`src/rtl/envelope_detector.sv`:
```
// Amplitude envelope follower (instant attack, per-beat exponential release) with a
// SILENT/ATTACK/SUSTAIN/DECAY note classifier, note strobes and note length in beats.
module envelope_detector #(
   parameter int          BEAT_DIV      = 4,
   parameter int          RELEASE_SHIFT = 3,
   parameter logic [15:0] ON_THRESH     = 16'd1024,
   parameter logic [15:0] OFF_THRESH    = 16'd256,
   parameter int          HOLDOFF_BEATS = 8
) (
   input  logic               clk,
   input  logic               reset,
   input  logic signed [15:0] sample,
   input  logic               sample_valid,
   output logic [15:0]        envelope,
   output logic               envelope_valid,
   output logic [1:0]         phase,
   output logic               note_on,
   output logic               note_off,
   output logic [13:0]        note_length
);
   localparam int CW = (BEAT_DIV > 1) ? $clog2(BEAT_DIV) : 1;
   localparam int RW = $clog2(HOLDOFF_BEATS + 1);

   typedef enum logic [1:0] {SILENT, ATTACK, SUSTAIN, DECAY} phase_t;

   phase_t        state, state_nxt;
   logic [CW-1:0] beat_cnt;
   logic [14:0]   env, env_nxt, peak, peak_max, rel_d, abs_val;
   logic [13:0]   len_cnt, len_inc;
   logic [RW-1:0] run_cnt, run_nxt;
   logic          rose, tick, inc, on_nxt, off_nxt;

   // Lower 15 bits of the negation are exact for every negative value except -32768.
   always_comb begin
      if (!sample[15])                abs_val = sample[14:0];
      else if (sample == 16'sh8000)   abs_val = 15'h7FFF;
      else                            abs_val = ~sample[14:0] + 15'd1;
   end

   assign tick     = sample_valid && (beat_cnt == CW'(BEAT_DIV - 1));
   assign inc      = abs_val > env;
   assign rel_d    = env >> RELEASE_SHIFT;
   assign peak_max = (env_nxt > peak) ? env_nxt : peak;
   assign len_inc  = (tick && state != SILENT && len_cnt != 14'h3FFF) ? len_cnt + 14'd1 : len_cnt;

   always_comb begin
      env_nxt = env;
      if (inc)                    env_nxt = abs_val;
      else if (tick && env != 0)  env_nxt = env - ((rel_d == 0) ? 15'd1 : rel_d);
   end

   always_comb begin
      run_nxt = run_cnt;
      if (tick) begin
         if ({1'b0, env_nxt} >= OFF_THRESH)      run_nxt = '0;
         else if (run_cnt != RW'(HOLDOFF_BEATS)) run_nxt = run_cnt + RW'(1);
      end
   end

   always_comb begin
      state_nxt = state;
      on_nxt    = 1'b0;
      off_nxt   = 1'b0;
      if (sample_valid) begin
         case (state)
            SILENT: if ({1'b0, env_nxt} >= ON_THRESH) begin
               state_nxt = ATTACK;
               on_nxt    = 1'b1;
            end
            // Stay in ATTACK while the level keeps climbing between beat ticks.
            ATTACK: if (tick && !(rose || inc)) state_nxt = SUSTAIN;
            SUSTAIN: if (env_nxt < peak_max - (peak_max >> 2)) state_nxt = DECAY;
            DECAY: begin
               if (inc && {1'b0, env_nxt} >= ON_THRESH) begin
                  state_nxt = ATTACK;
                  on_nxt    = 1'b1;
                  off_nxt   = 1'b1;
               end else if (tick && run_nxt == RW'(HOLDOFF_BEATS)) begin
                  state_nxt = SILENT;
                  off_nxt   = 1'b1;
               end
            end
            default: state_nxt = SILENT;
         endcase
      end
   end

   always_ff @(posedge clk or negedge reset) begin
      if (!reset) state <= SILENT;
      else        state <= state_nxt;
   end

   always_ff @(posedge clk or negedge reset) begin
      if (!reset) begin
         beat_cnt       <= '0;
         env            <= '0;
         peak           <= '0;
         rose           <= 1'b0;
         run_cnt        <= '0;
         len_cnt        <= '0;
         note_length    <= '0;
         envelope_valid <= 1'b0;
         note_on        <= 1'b0;
         note_off       <= 1'b0;
      end else begin
         envelope_valid <= sample_valid;
         note_on        <= on_nxt;
         note_off       <= off_nxt;
         if (sample_valid) begin
            beat_cnt <= tick ? '0 : beat_cnt + CW'(1);
            env      <= env_nxt;
            peak     <= on_nxt ? env_nxt : peak_max;
            rose     <= tick ? 1'b0 : (rose | inc);
            run_cnt  <= on_nxt ? '0 : run_nxt;
            len_cnt  <= on_nxt ? '0 : len_inc;
            if (off_nxt) note_length <= len_inc;
         end
      end
   end

   assign envelope = {1'b0, env};
   assign phase    = state;
endmodule
```
`config.mk`:
```
export PLATFORM = sky130hd
export DESIGN_NAME = envelope_detector
export DESIGN_NICKNAME = d
export VERILOG_FILES = /design/src/rtl/envelope_detector.sv
export SDC_FILE = /design/constraint.sdc
export NUM_CORES = 1
export LEC_CHECK = 0
export ABC_AREA = 1
export CAP_MARGIN = 20
export CORE_ASPECT_RATIO = 1.25
export CORE_UTILIZATION = 35
export DETAILED_ROUTE_END_ITERATION = 10
export SLEW_MARGIN = 30
export SYNTH_ARGS = -nofsm -noshare
export SYNTH_HDL_FRONTEND = slang
export SYNTH_SLANG_ARGS = --single-unit
```
`constraint.sdc`:
```
create_clock -name clk -period 7.7 [get_ports clk]
set_input_delay 2.31 -clock clk [delete_from_list [all_inputs] [get_ports clk]]
set_output_delay 2.31 -clock clk [all_outputs]
set_load 0.02 [all_outputs]
```
; Word-level counts from Yosys, hierarchy flattened
; Cells that the tools add are included.
[classes]
bitwise = 2
n_eq_ne = 12
order_cmp = 5
n_addsub = 6
mux = 29
reduce_logical = 15
[ops]
columns = operator, count
row1 = 15-bit two-way mux, 6
row2 = 15-bit greater-than comparator, 2
row3 = 14-bit two-way mux, 2
row4 = 16-bit equality test (second input constant), 1
row5 = 4-bit two-way mux, 4
row6 = 15-bit by 1-bit adder with 15-bit output (second input constant), 1
row7 = 15-bit by 11-bit greater-or-equal comparator with 1-bit output (second input constant), 1
row8 = 15-bit by 9-bit greater-or-equal comparator with 1-bit output (second input constant), 1
row9 = 15-bit logical NOT, 1
row10 = 15-bit < comparator, 1
row11 = 15-bit inverter, 1
row12 = 15-bit nonzero test, 1
row13 = 15-bit by 12-bit subtractor with 15-bit output, 1
row14 = 15-bit by 13-bit subtractor with 15-bit output, 1
row15 = 14-bit by 1-bit adder with 14-bit output (second input constant), 1
row16 = 14-bit inequality test (second input constant), 1
row17 = 12-bit two-way mux, 1
row18 = 2-bit two-way mux, 6
row19 = 1-bit two-way mux, 8
row20 = 2-bit one-hot mux with 4 select lines, 1
row21 = 1-bit logical AND, 7
row22 = 2-bit equality test (second input constant), 3
row23 = 2-bit inequality test (second input constant), 3
row24 = 5-bit AND reduction, 1
row25 = 13 further kinds, 13
[totals]
out_inout_bits = 35
wordCells = 80
inputBits = 19
regBits = 70

; Logic depth before layout (Yosys ltp)
; Gate-level depths: netlist of the first run.
[logic_depth]
word_depth = 16
mapped_depth = 53
mapped_depth_nobuf = 52

; Least setup slack after synthesis of the first run
; OpenSTA, ideal clock, no wires.
[synth_path]
path_kind = input to register
start = input port sample[0]
end = register state[0] (netlist: phase[0])
t_arrival_ns = 8.417
n_path_buf = 4
slack_ns = -0.834
stages = 50
setup_ns = 0.118
t_required_ns = 7.582
cell_sequence = inv_1 -> ha_1 -> nand3_2 -> nor2_4 -> nand4_2 -> buf_4 -> nand2_1 -> nand2_1 -> nand2_1 -> ha_1 -> nand2_1 -> nand2_1 -> nand2_1 -> nand2_1 -> a21oi_1 -> nand2_4 -> nand2_4 -> buf_4 -> [... 14 more ...] -> o21ai_0 -> inv_1 -> fa_1 -> inv_1 -> nand3_1 -> o21bai_2 -> a21oi_1 -> xor2_1 -> ha_1 -> a21oi_1 -> nor2_1 -> a211oi_1 -> o221a_2 -> nand2_1 -> a21oi_1 -> nand2_1 -> nand2_1 -> nand2_1
[synth_via]
elab_chain_len = 13
word_cells_on_any_way = 28
[synth_rtl]
columns = element, line
row1 = "start, declared", 12  ; input logic signed [15:0] sample,
row2 = 15-bit inverter, 37  ; else abs_val = ~sample[14:0] + 15'd1;
row3 = 15-bit by 1-bit adder with 15-bit output, 37
row4 = 15-bit two-way mux, 36  ; else if (sample == 16'sh8000) abs_val = 15'h7FFF;
row5 = 15-bit two-way mux *, 35  ; if (!sample[15]) abs_val = sample[14:0];
row6 = 15-bit greater-than comparator, 41  ; assign inc = abs_val > env;
row7 = 15-bit two-way mux *, 48  ; if (inc) env_nxt = abs_val;
row8 = via env_nxt[1], 28  ; logic [14:0] env, env_nxt, peak, peak_max, rel_d, abs_val;
row9 = branches (longest 7 deep; another with 15-bit greater-than comparator), --
row10 = "end signal, assigned", 90  ; else state <= state_nxt;
row11 = "end, declared", 26  ; phase_t state, state_nxt;
; Mark *: on every way through the listed nets, which the timed path passes.
; A chain may end at the register's enable or synchronous reset.

; Worst setup path in the final report of the first run
[layout_path]
start = input port sample[1]
end = register state[0] (netlist: phase[0])
; Same word-level chain as after synthesis.

==> impl_metrics.csv, run 1 <==
group,metric,value,unit
route,vias_per_cell,5.00,
worst_setup_path,cp_slowest_cell,"ha_1",
yosys,synth_top_area_share,0.243,
global_route,grt_pass1_wl,38000,um
worst_setup_path,crit_type,"in2reg",
worst_setup_path,cp-start-kind,"input port",
floorplan,die_w,130,um
floorplan,coreArea,20200,sq um
floorplan,die_y,162,um
status,status,"finished, violations left",
floorplan,start_util,0.357,
sta,worst_slack,-401,ps
clock_network,clkLatencyLatePin,330,ps
final_layout,layout_commonest_cell,"nand2_1",
placed_design,place.gp.congestion,0.946,
yosys,yosys.area.top_type,"dfrtp_1",
final_layout,final_cell_mix,"nand2_1 (280), buf_4 (198), inv_1 (124)",
worst_setup_path,cp_max_fo,8,
yosys,synth_seq_area_share,0.243,
worst_setup_path,crit_buf_inv,13,
placed_design,post-place-ws,-1320,ps
final_layout,n_antenna_cell,0,
sta,min_period,8100,ps
global_route,grt_max_degree,71,
sta,finalHoldViolations,0,
clock_network,cts_buffers,9,
sta,slew_violations,0,
job,cap_violations,0,
yosys,synth_cell_types,53,
worst_setup_path,crit_family,"simple AND/OR/NAND/NOR gates",
sta,fmax,0.123,GHz
clock_network,clk_pin_slew,60,ps
status,violations,"negative setup slack",
yosys,synth_cells,1083,
global_route,antenna_found_initial,0,
floorplan,core.rowCount,58,
sta,finalSetupViolCount,2,
global_route,grtUsageTotal,0.229,
yosys,synth_area_leaders,"dfrtp_1 (24%), nand2_1 (17%), ha_1 (13%), inv_1 (7.5%), nand3_1 (6.1%)",
placed_design,io_buffers,52,
worst_setup_path,r2r_cells,42,
clock_network,postCtsHoldBufs,0,
route,wl,24400,um
yosys,synth.avg_cell_area,6.66,sq um
clock_network,cts_tree,"yes",
route,drt-pass1-iter-count,5,
yosys,synth_nets,1181,
route,drt_iter0_markers,417,
yosys,synth_async_sr_flop_share,1.00,
worst_setup_path,cp_data_arrival_time,8330,ps
route,wl_per_cell,15.1,um
worst_setup_path,worstPathRequired,7930,ps
worst_setup_path,critical_path_depth,49,
route,ant_nets,0,
worst_hold_path,min_delay_path_depth,2,
floorplan,die_area,21200,sq um
sta,tightest_slew,826,ps
placed_design,hpwl,17800,um
final_layout,area_growth,52.3,%
global_route,overflow,0,
clock_network,cts_root_buffer,"clkbuf_16",
clock_network,clock_path_buffers,2,
sta,skew,8.72,ps
clock_network,cts.sinks,70,
sta,rsz0062_at_grt,"true",
worst_setup_path,cp_common_cell,"nand2_1",
yosys,ys_ff_latch,70,
sta,timing.final.crit_share,1.05,
final_layout,drive_above_1_share,0.361,
worst_hold_path,min-delay-path-class,"reg2reg",
worst_setup_path,setup.worst_path.end_class,"flop",
yosys,ys_warn_count,0,
final_layout,finalNetCount,1441,
route,via_count,8093,
yosys,syn_area,7210,sq um
route,drc,0,
clock_network,cts_max_level,3,
yosys,synth_edf_count,0,
floorplan,ioPinCount,54,
sta,final.setup.tns,-799,ps
sta,maxSlewHeadroom,0.446,
worst_setup_path,critical-path-max-stage-delay,250,ps
global_route,grt_pass1_vias,7802,
yosys,synth_top_flop_cell,"dfrtp_1",
[final timing paths]
check / start / endpoint / slack (ps)
max: sample[1] / phase[0] / -400
min: beat_cnt[1] / beat_cnt[1] / 480
max reg2reg: env[8] / phase[0] / 1100
min reg2reg: beat_cnt[1] / beat_cnt[1] / 480
max in group asynchronous: reset / note_length[8] / 5260
min in group asynchronous: reset / note_length[2] / 1970
[flip-flops by register name, summed over array words and instances, names as in the netlist]
name            count
len_cnt            14
run_cnt             4
peak               15
rose                1
note_off            1
phase               2
env                15
envelope_valid      1
note_on             1
note_length        14
beat_cnt            2
[per-layer routing]
| metal | vias up | track usage | wire, um |
|---|---|---|---|
| met1 | 3812 | 0.264 | 9840 |
| li1 | 4045 | - | - |
| met4 | 0 | 0.0836 | 735 |
| met3 | 51 | 0.0217 | 765 |
| met2 | 185 | 0.431 | 13000 |
| met5 | - | 0 | 0 |
[cell families (layout without fill, tap and decap cells)]
group,count (synthesis),after routing,synth area share
compound gates,147,148,0.124
xor+xnor,25,25,0.0304
fa+ha+maj,79,79,0.139
buf+inv,183,446,0.106
flops,70,70,0.243
mux,1,1,0.00139
other cells,1,1,0.000520
simple gates,577,578,0.356
[synth_stat cells (4+ instances only)]
cell,count
a21oi_1,38
buf_2,4
buf_4,6
buf_6,6
clkbuf_1,7
dfrtp_1,70
ha_1,77
inv_1,145
inv_2,10
nand2_1,328
nand2_2,19
nand3_1,88
nand3_2,5
nand3b_1,4
nand4_1,23
nor2_1,81
nor2_2,4
nor2_4,5
nor3_1,9
o211ai_1,18
o21ai_0,43
o21ai_1,14
o21ai_2,16
o21bai_1,4
xnor2_1,10
xor2_1,15
[cell type report]
| class | count | area, sq um |
|---|---|---|
| Clock inverter | 4 | 77.6 |
| Clock buffer | 12 | 256 |
| Inverter | 158 | 628 |
| Timing Repair Buffer | 272 | 2260 |
| Sequential cell | 70 | 1750 |
| Fill cell | 1869 | 9190 |
| Tap cell | 270 | 338 |
| Multi-Input combinational cell | 832 | 5670 |
[metrics by stage]
stage          std cells  instance area (sq um)  hold slack (ps)   util
2_1_floorplan       1083                   7400              446      -
3_3_place_gp        1536                   9280              465  0.460
3_5_place_dp        1536                   9280              469  0.460
4_1_cts             1598                  10400              488  0.517
5_1_grt             1618                  11000              513  0.545
6_report            1618                  11000              484  0.545
[timing repair]
action / CTS / global route
setup buffers: 44 / 22
cloned: 3 / 0
setup endpoints to repair: 2 / 2
pin swaps: 72 / 71
gates resized for setup: 130 / 119
[worst register-to-register path, delay by kind of cell, from the launching register on]
kind	cells	cell delay [ps]
and+or+nand+nor	17	1660
xor gates and xnor gates	1	140
buffers and inverters	8	980
DFF	1	500
AOI/OAI and AO/OA	11	1940
adders and majority gates	5	1300
Power of run 1 is not shown: default switching activity piles up to over one toggle a cycle in this logic, so the estimate is an artifact.
==> inputs of run 2 (changes only) <==
Settings changed: CTS_BUF_LIST from default to sky130_fd_sc_hd__clkbuf_4 sky130_fd_sc_hd__clkbuf_8 sky130_fd_sc_hd__clkbuf_16.
==> run 2 against run 1 <==
The flow still finishes with violations (negative setup slack). Design area about the same. Fmax did not move. Global-route usage unchanged. Critical path type unchanged. Wire length did not move.
==> impl_metrics.csv, run 2 (synthesis gave the netlist of run 1 again) <==
group,metric,value,unit
final_layout,seq_area,1750,sq um
worst_hold_path,min-delay-path-class,"reg2reg",
status,status,"finished, violations left",
route,routedLengthMet1,9840,um
clock_network,cts_buffers,9,
worst_setup_path,worstPathRequired,7930,ps
final_layout,fillers,1869,
clock_network,postCtsHoldBufs,0,
placed_design,post-place-ws,-1320,ps
global_route,antenna_found_initial,0,
final_layout,area_growth,52.4,%
clock_network,clk_pin_slew,60,ps
worst_setup_path,cp-start-kind,"input port",
sta,fmax,0.123,GHz
clock_network,cts.sinks,70,
placed_design,io_buffers,52,
floorplan,ioPinCount,54,
sta,maxSlewHeadroom,0.446,
route,route.met3.wl,765,um
worst_setup_path,cp_max_fo,8,
worst_setup_path,r2r_cells,42,
final_layout,final_cell_mix,"nand2_1 (280), buf_4 (198), inv_1 (124)",
final_layout,largestRegisters,"env x15, peak x15",
status,violations,"negative setup slack",
global_route,grt_pass1_vias,7802,
floorplan,die_w,130,um
sta,worst_slack,-401,ps
global_route,grt_max_degree,71,
worst_hold_path,min_to,"beat_cnt[1]",
worst_setup_path,worstReg2RegEnd,"phase[0]",
sta,finalHoldViolations,0,
route,drt-pass1-iter-count,5,
sta,min_period,8100,ps
route,wl_per_cell,15.1,um
sta,finalSetupViolCount,2,
route,vias_per_cell,5.00,
worst_hold_path,min_delay_path_depth,2,
clock_network,cts_root_buffer,"clkbuf_16",
global_route,overflow,0,
floorplan,die_y,162,um
placed_design,hpwl,17800,um
placed_design,place.gp.congestion,0.946,
clock_network,clock_path_buffers,2,
route,dr.max_layer_used,"met4",
job,cap_violations,0,
floorplan,die_area,21200,sq um
worst_hold_path,worstHoldStart,"beat_cnt[1]",
clock_network,cts_tree,"yes",
route,ant_nets,0,
worst_setup_path,cp_common_cell,"nand2_1",
sta,tightest_slew,826,ps
worst_setup_path,r2r-start,"env[8]",
worst_setup_path,regToRegSetupSlack,1100,ps
worst_setup_path,cp_data_arrival_time,8330,ps
worst_setup_path,crit_type,"in2reg",
final_layout,layout_commonest_cell,"nand2_1",
final_layout,drive_above_1_share,0.361,
final_layout,finalNetCount,1441,
worst_setup_path,cp_slowest_cell,"ha_1",
final_layout,n_antenna_cell,0,
clock_network,clkLatencyLatePin,330,ps
route,drt_iter0_markers,417,
global_route,grtUsageTotal,0.229,
floorplan,core.rowCount,58,
sta,rsz0062_at_grt,"true",
route,via_count,8093,
route,drc,0,
global_route,grt_pass1_wl,38000,um
clock_network,cts_max_level,3,
route,wl_met2,13000,um
final_layout,multi_input_area,5670,sq um
sta,slew_violations,0,
floorplan,coreArea,20200,sq um
worst_setup_path,setup.worst_path.end_class,"flop",
worst_setup_path,critical-path-max-stage-delay,250,ps
sta,skew,8.72,ps
sta,timing.final.crit_share,1.05,
route,wl,24400,um
floorplan,start_util,0.357,
==> run 2: what timing repair did <==
action	CTS	global route
endpoints found under the hold margin	0	0
setup buffers	44	22
gates cloned	3	0
pin swaps	72	71
gates resized for setup	130	119
endpoints found under the setup margin	2	2
==> run 2: routing by layer <==
metal	vias up	global-route usage
li1	4045	-
met1	3812	0.264
met2	185	0.431
met3	51	0.0217
met4	0	0.0836
met5	-	0
==> run 2: area by class of cell <==
| class | instances | area share |
|---|---|---|
| Tap cell | 270 | 0.0307 |
| Multi-Input combinational cell | 832 | 0.516 |
| Timing Repair Buffer | 272 | 0.206 |
| Clock inverter | 4 | 0.00706 |
| Sequential cell | 70 | 0.159 |
| Clock buffer | 12 | 0.0237 |
| Inverter | 158 | 0.0572 |
==> run 2: worst max path at each step <==
stage	start	end	slack, ps	cells past startpoint
2_1_floorplan	sample[1]	phase[0]	-390	46
5_1_grt	sample[1]	phase[1]	-770	53
4_1_cts	sample[1]	phase[0]	-300	53
3_3_place_gp	sample[0]	phase[0]	-1180	46
6_report	sample[1]	phase[0]	-400	49
3_5_place_dp	sample[0]	phase[0]	-1320	48
==> run 2: critical path: cells and delay by family <==
family | cells | cell delay, ps
simple gates | 20 | 1810
xor+xnor | 1 | 140
fa+ha+maj | 5 | 980
compound gates | 10 | 1590
buf+inv | 13 | 1500
==> run 2: metrics by stage <==
step	instances	hold slack [ps]	cell area, sq um	util	setup TNS [ps]
CTS	1598	488	10400	0.517	-592
finish	1618	484	11000	0.545	-799
global placement	1536	465	9280	0.460	-2350
floorplan	1083	446	7400	-	-773
detailed placement	1536	469	9280	0.460	-2620
global route	1618	513	11000	0.545	-1530
Power of run 2 is left out for the same reason.
==> inputs of run 3 (changes only) <==
Settings changed: CAP_MARGIN 20 to 5, PLACE_DENSITY from default to 0.54.
==> run 3 against run 2 <==
The run still ends with negative setup slack left. Global-route usage fell by 0.36 points. Critical path depth shrank 3. Setup slack improved by 180 ps. Count of clock-buffer cells in the layout stayed put. Final cell count shrank 1.7%. Register-to-register slack better by 230 ps. Non-clock buffer count down 28. Fmax grew 2.3%. Worst hold slack worse by 5.5 ps.
==> impl_metrics.csv, run 3 (synthesis gave the netlist of run 1 again) <==
group,metric,value,unit
final_layout,largestRegisters,"env x15, peak x15",
worst_setup_path,cp-start-kind,"input port",
final_layout,final_cell_mix,"nand2_1 (303), buf_4 (178), inv_1 (128)",
floorplan,core.rowCount,58,
route,ant_nets,0,
global_route,grt_max_degree,71,
worst_hold_path,worstHoldStart,"note_length[0]",
placed_design,post-place-ws,-1370,ps
placed_design,place_area,9230,sq um
route,wl,22800,um
sta,finalHoldViolations,0,
global_route,antenna_found_initial,0,
final_layout,area_growth,45.6,%
sta,timing.final.crit_share,1.03,
worst_setup_path,cp_data_arrival_time,8150,ps
sta,rsz0062_at_grt,"true",
floorplan,start_util,0.357,
route,via_count,7748,
floorplan,ioPinCount,54,
clock_network,clock_path_buffers,2,
placed_design,placed_cells,1536,
final_layout,layout_commonest_cell,"nand2_1",
worst_setup_path,cp_max_fo,5,
final_layout,final_area,10500,sq um
sta,fmax,0.126,GHz
clock_network,clkLatencyLatePin,340,ps
global_route,grtUsageTotal,0.226,
clock_network,postCtsHoldBufs,0,
sta,finalSetupViolCount,2,
floorplan,die_w,130,um
floorplan,die_area,21200,sq um
route,drt_iter0_markers,349,
sta,tightest_slew,784,ps
worst_setup_path,r2r-start,"env[8]",
sta,worst_slack,-217,ps
route,drt-pass1-iter-count,5,
status,violations,"negative setup slack",
clock_network,clk_pin_slew,60,ps
worst_setup_path,worstPathRequired,7930,ps
global_route,grt_pass1_wl,37200,um
placed_design,place.gp.congestion,0.871,
placed_design,hpwl,17700,um
final_layout,stdcell_count,1591,
final_layout,finalNetCount,1414,
route,vias_per_cell,4.87,
global_route,grt_pass1_vias,7667,
placed_design,io_buffers,52,
worst_setup_path,crit_type,"in2reg",
sta,slew_violations,0,
worst_hold_path,min-delay-path-class,"reg2reg",
final_layout,n_antenna_cell,0,
sta,maxSlewHeadroom,0.474,
status,status,"finished, violations left",
global_route,overflow,0,
worst_setup_path,setup.worst_path.end_class,"flop",
sta,min_period,7920,ps
clock_network,cts_tree,"yes",
worst_setup_path,cp_common_cell,"nand2_1",
worst_setup_path,cp_slowest_cell,"ha_1",
floorplan,die_y,162,um
job,cap_violations,0,
route,drc,0,
worst_setup_path,critical-path-max-stage-delay,340,ps
final_layout,drive_above_1_share,0.316,
clock_network,cts_buffers,9,
sta,skew,6.98,ps
route,wl_per_cell,14.4,um
worst_setup_path,critPathLaunch,"sample[0]",
clock_network,cts.sinks,70,
clock_network,cts_max_level,3,
clock_network,cts_root_buffer,"clkbuf_16",
floorplan,coreArea,20200,sq um
## run 3: changes by cell type in the layout (fill, tap and decap cells not counted), moves of 6 or more
| cell | previous run | this run |
|---|---|---|
| nand2_1 | 280 | 303 |
| ha_4 | 29 | 22 |
| clkbuf_2 | 7 | 0 |
| nand2_2 | 63 | 40 |
| ha_1 | 48 | 54 |
| buf_4 | 198 | 178 |
## run 3: repair_timing
action / CTS / global route
endpoints found under the hold margin: 0 / 0
buffers inserted: 28 / 8
gates resized for setup: 143 / 51
gates cloned: 3 / 0
setup endpoints to repair: 2 / 2
pin swaps: 82 / 20
## run 3: worst paths after layout
| path | end | slack, ps | cells after the start |
|---|---|---|---|
| max reg2reg | phase[1] | 1330 | 42 |
| min in group asynchronous | note_length[3] | 1970 | 1 |
| max in group asynchronous | beat_cnt[0] | 5280 | 1 |
| max | phase[1] | -220 | 46 |
| min | note_length[0] | 480 | 2 |
| min reg2reg | note_length[0] | 480 | 2 |
## run 3: final cells by class
class,count,area [sq um]
fill,2035,9680
clock inverter,4,55.1
sequential,70,1750
timing repair buffer,244,2000
inverter,158,629
multi-input combinational,833,5470
tap,270,338
clock buffer,12,254
## run 3: per-layer routing
layer / wire, um / global-route usage / part of all wire
met4: 353 / 0.0606 / 0.015
met1: 9540 / 0.261 / 0.42
met3: 759 / 0.0329 / 0.033
met2: 12200 / 0.425 / 0.53
met5: 0 / 0 / 0
## run 3: through the flow
stage / hold slack [ps] / util / setup TNS [ps]
floorplan: 446 / - / -773
global placement: 463 / 0.458 / -2630
detailed placement: 468 / 0.458 / -2730
CTS: 482 / 0.502 / -383
global route: 513 / 0.520 / -1270
finish: 479 / 0.520 / -423
## run 3: critical path: cells and delay by family
kind	cells	cell delay, ps
compound gates	11	1380
fa+ha+maj	4	1240
buf+inv	8	1010
simple gates	23	2170
Power of run 3 is left out for the same reason.
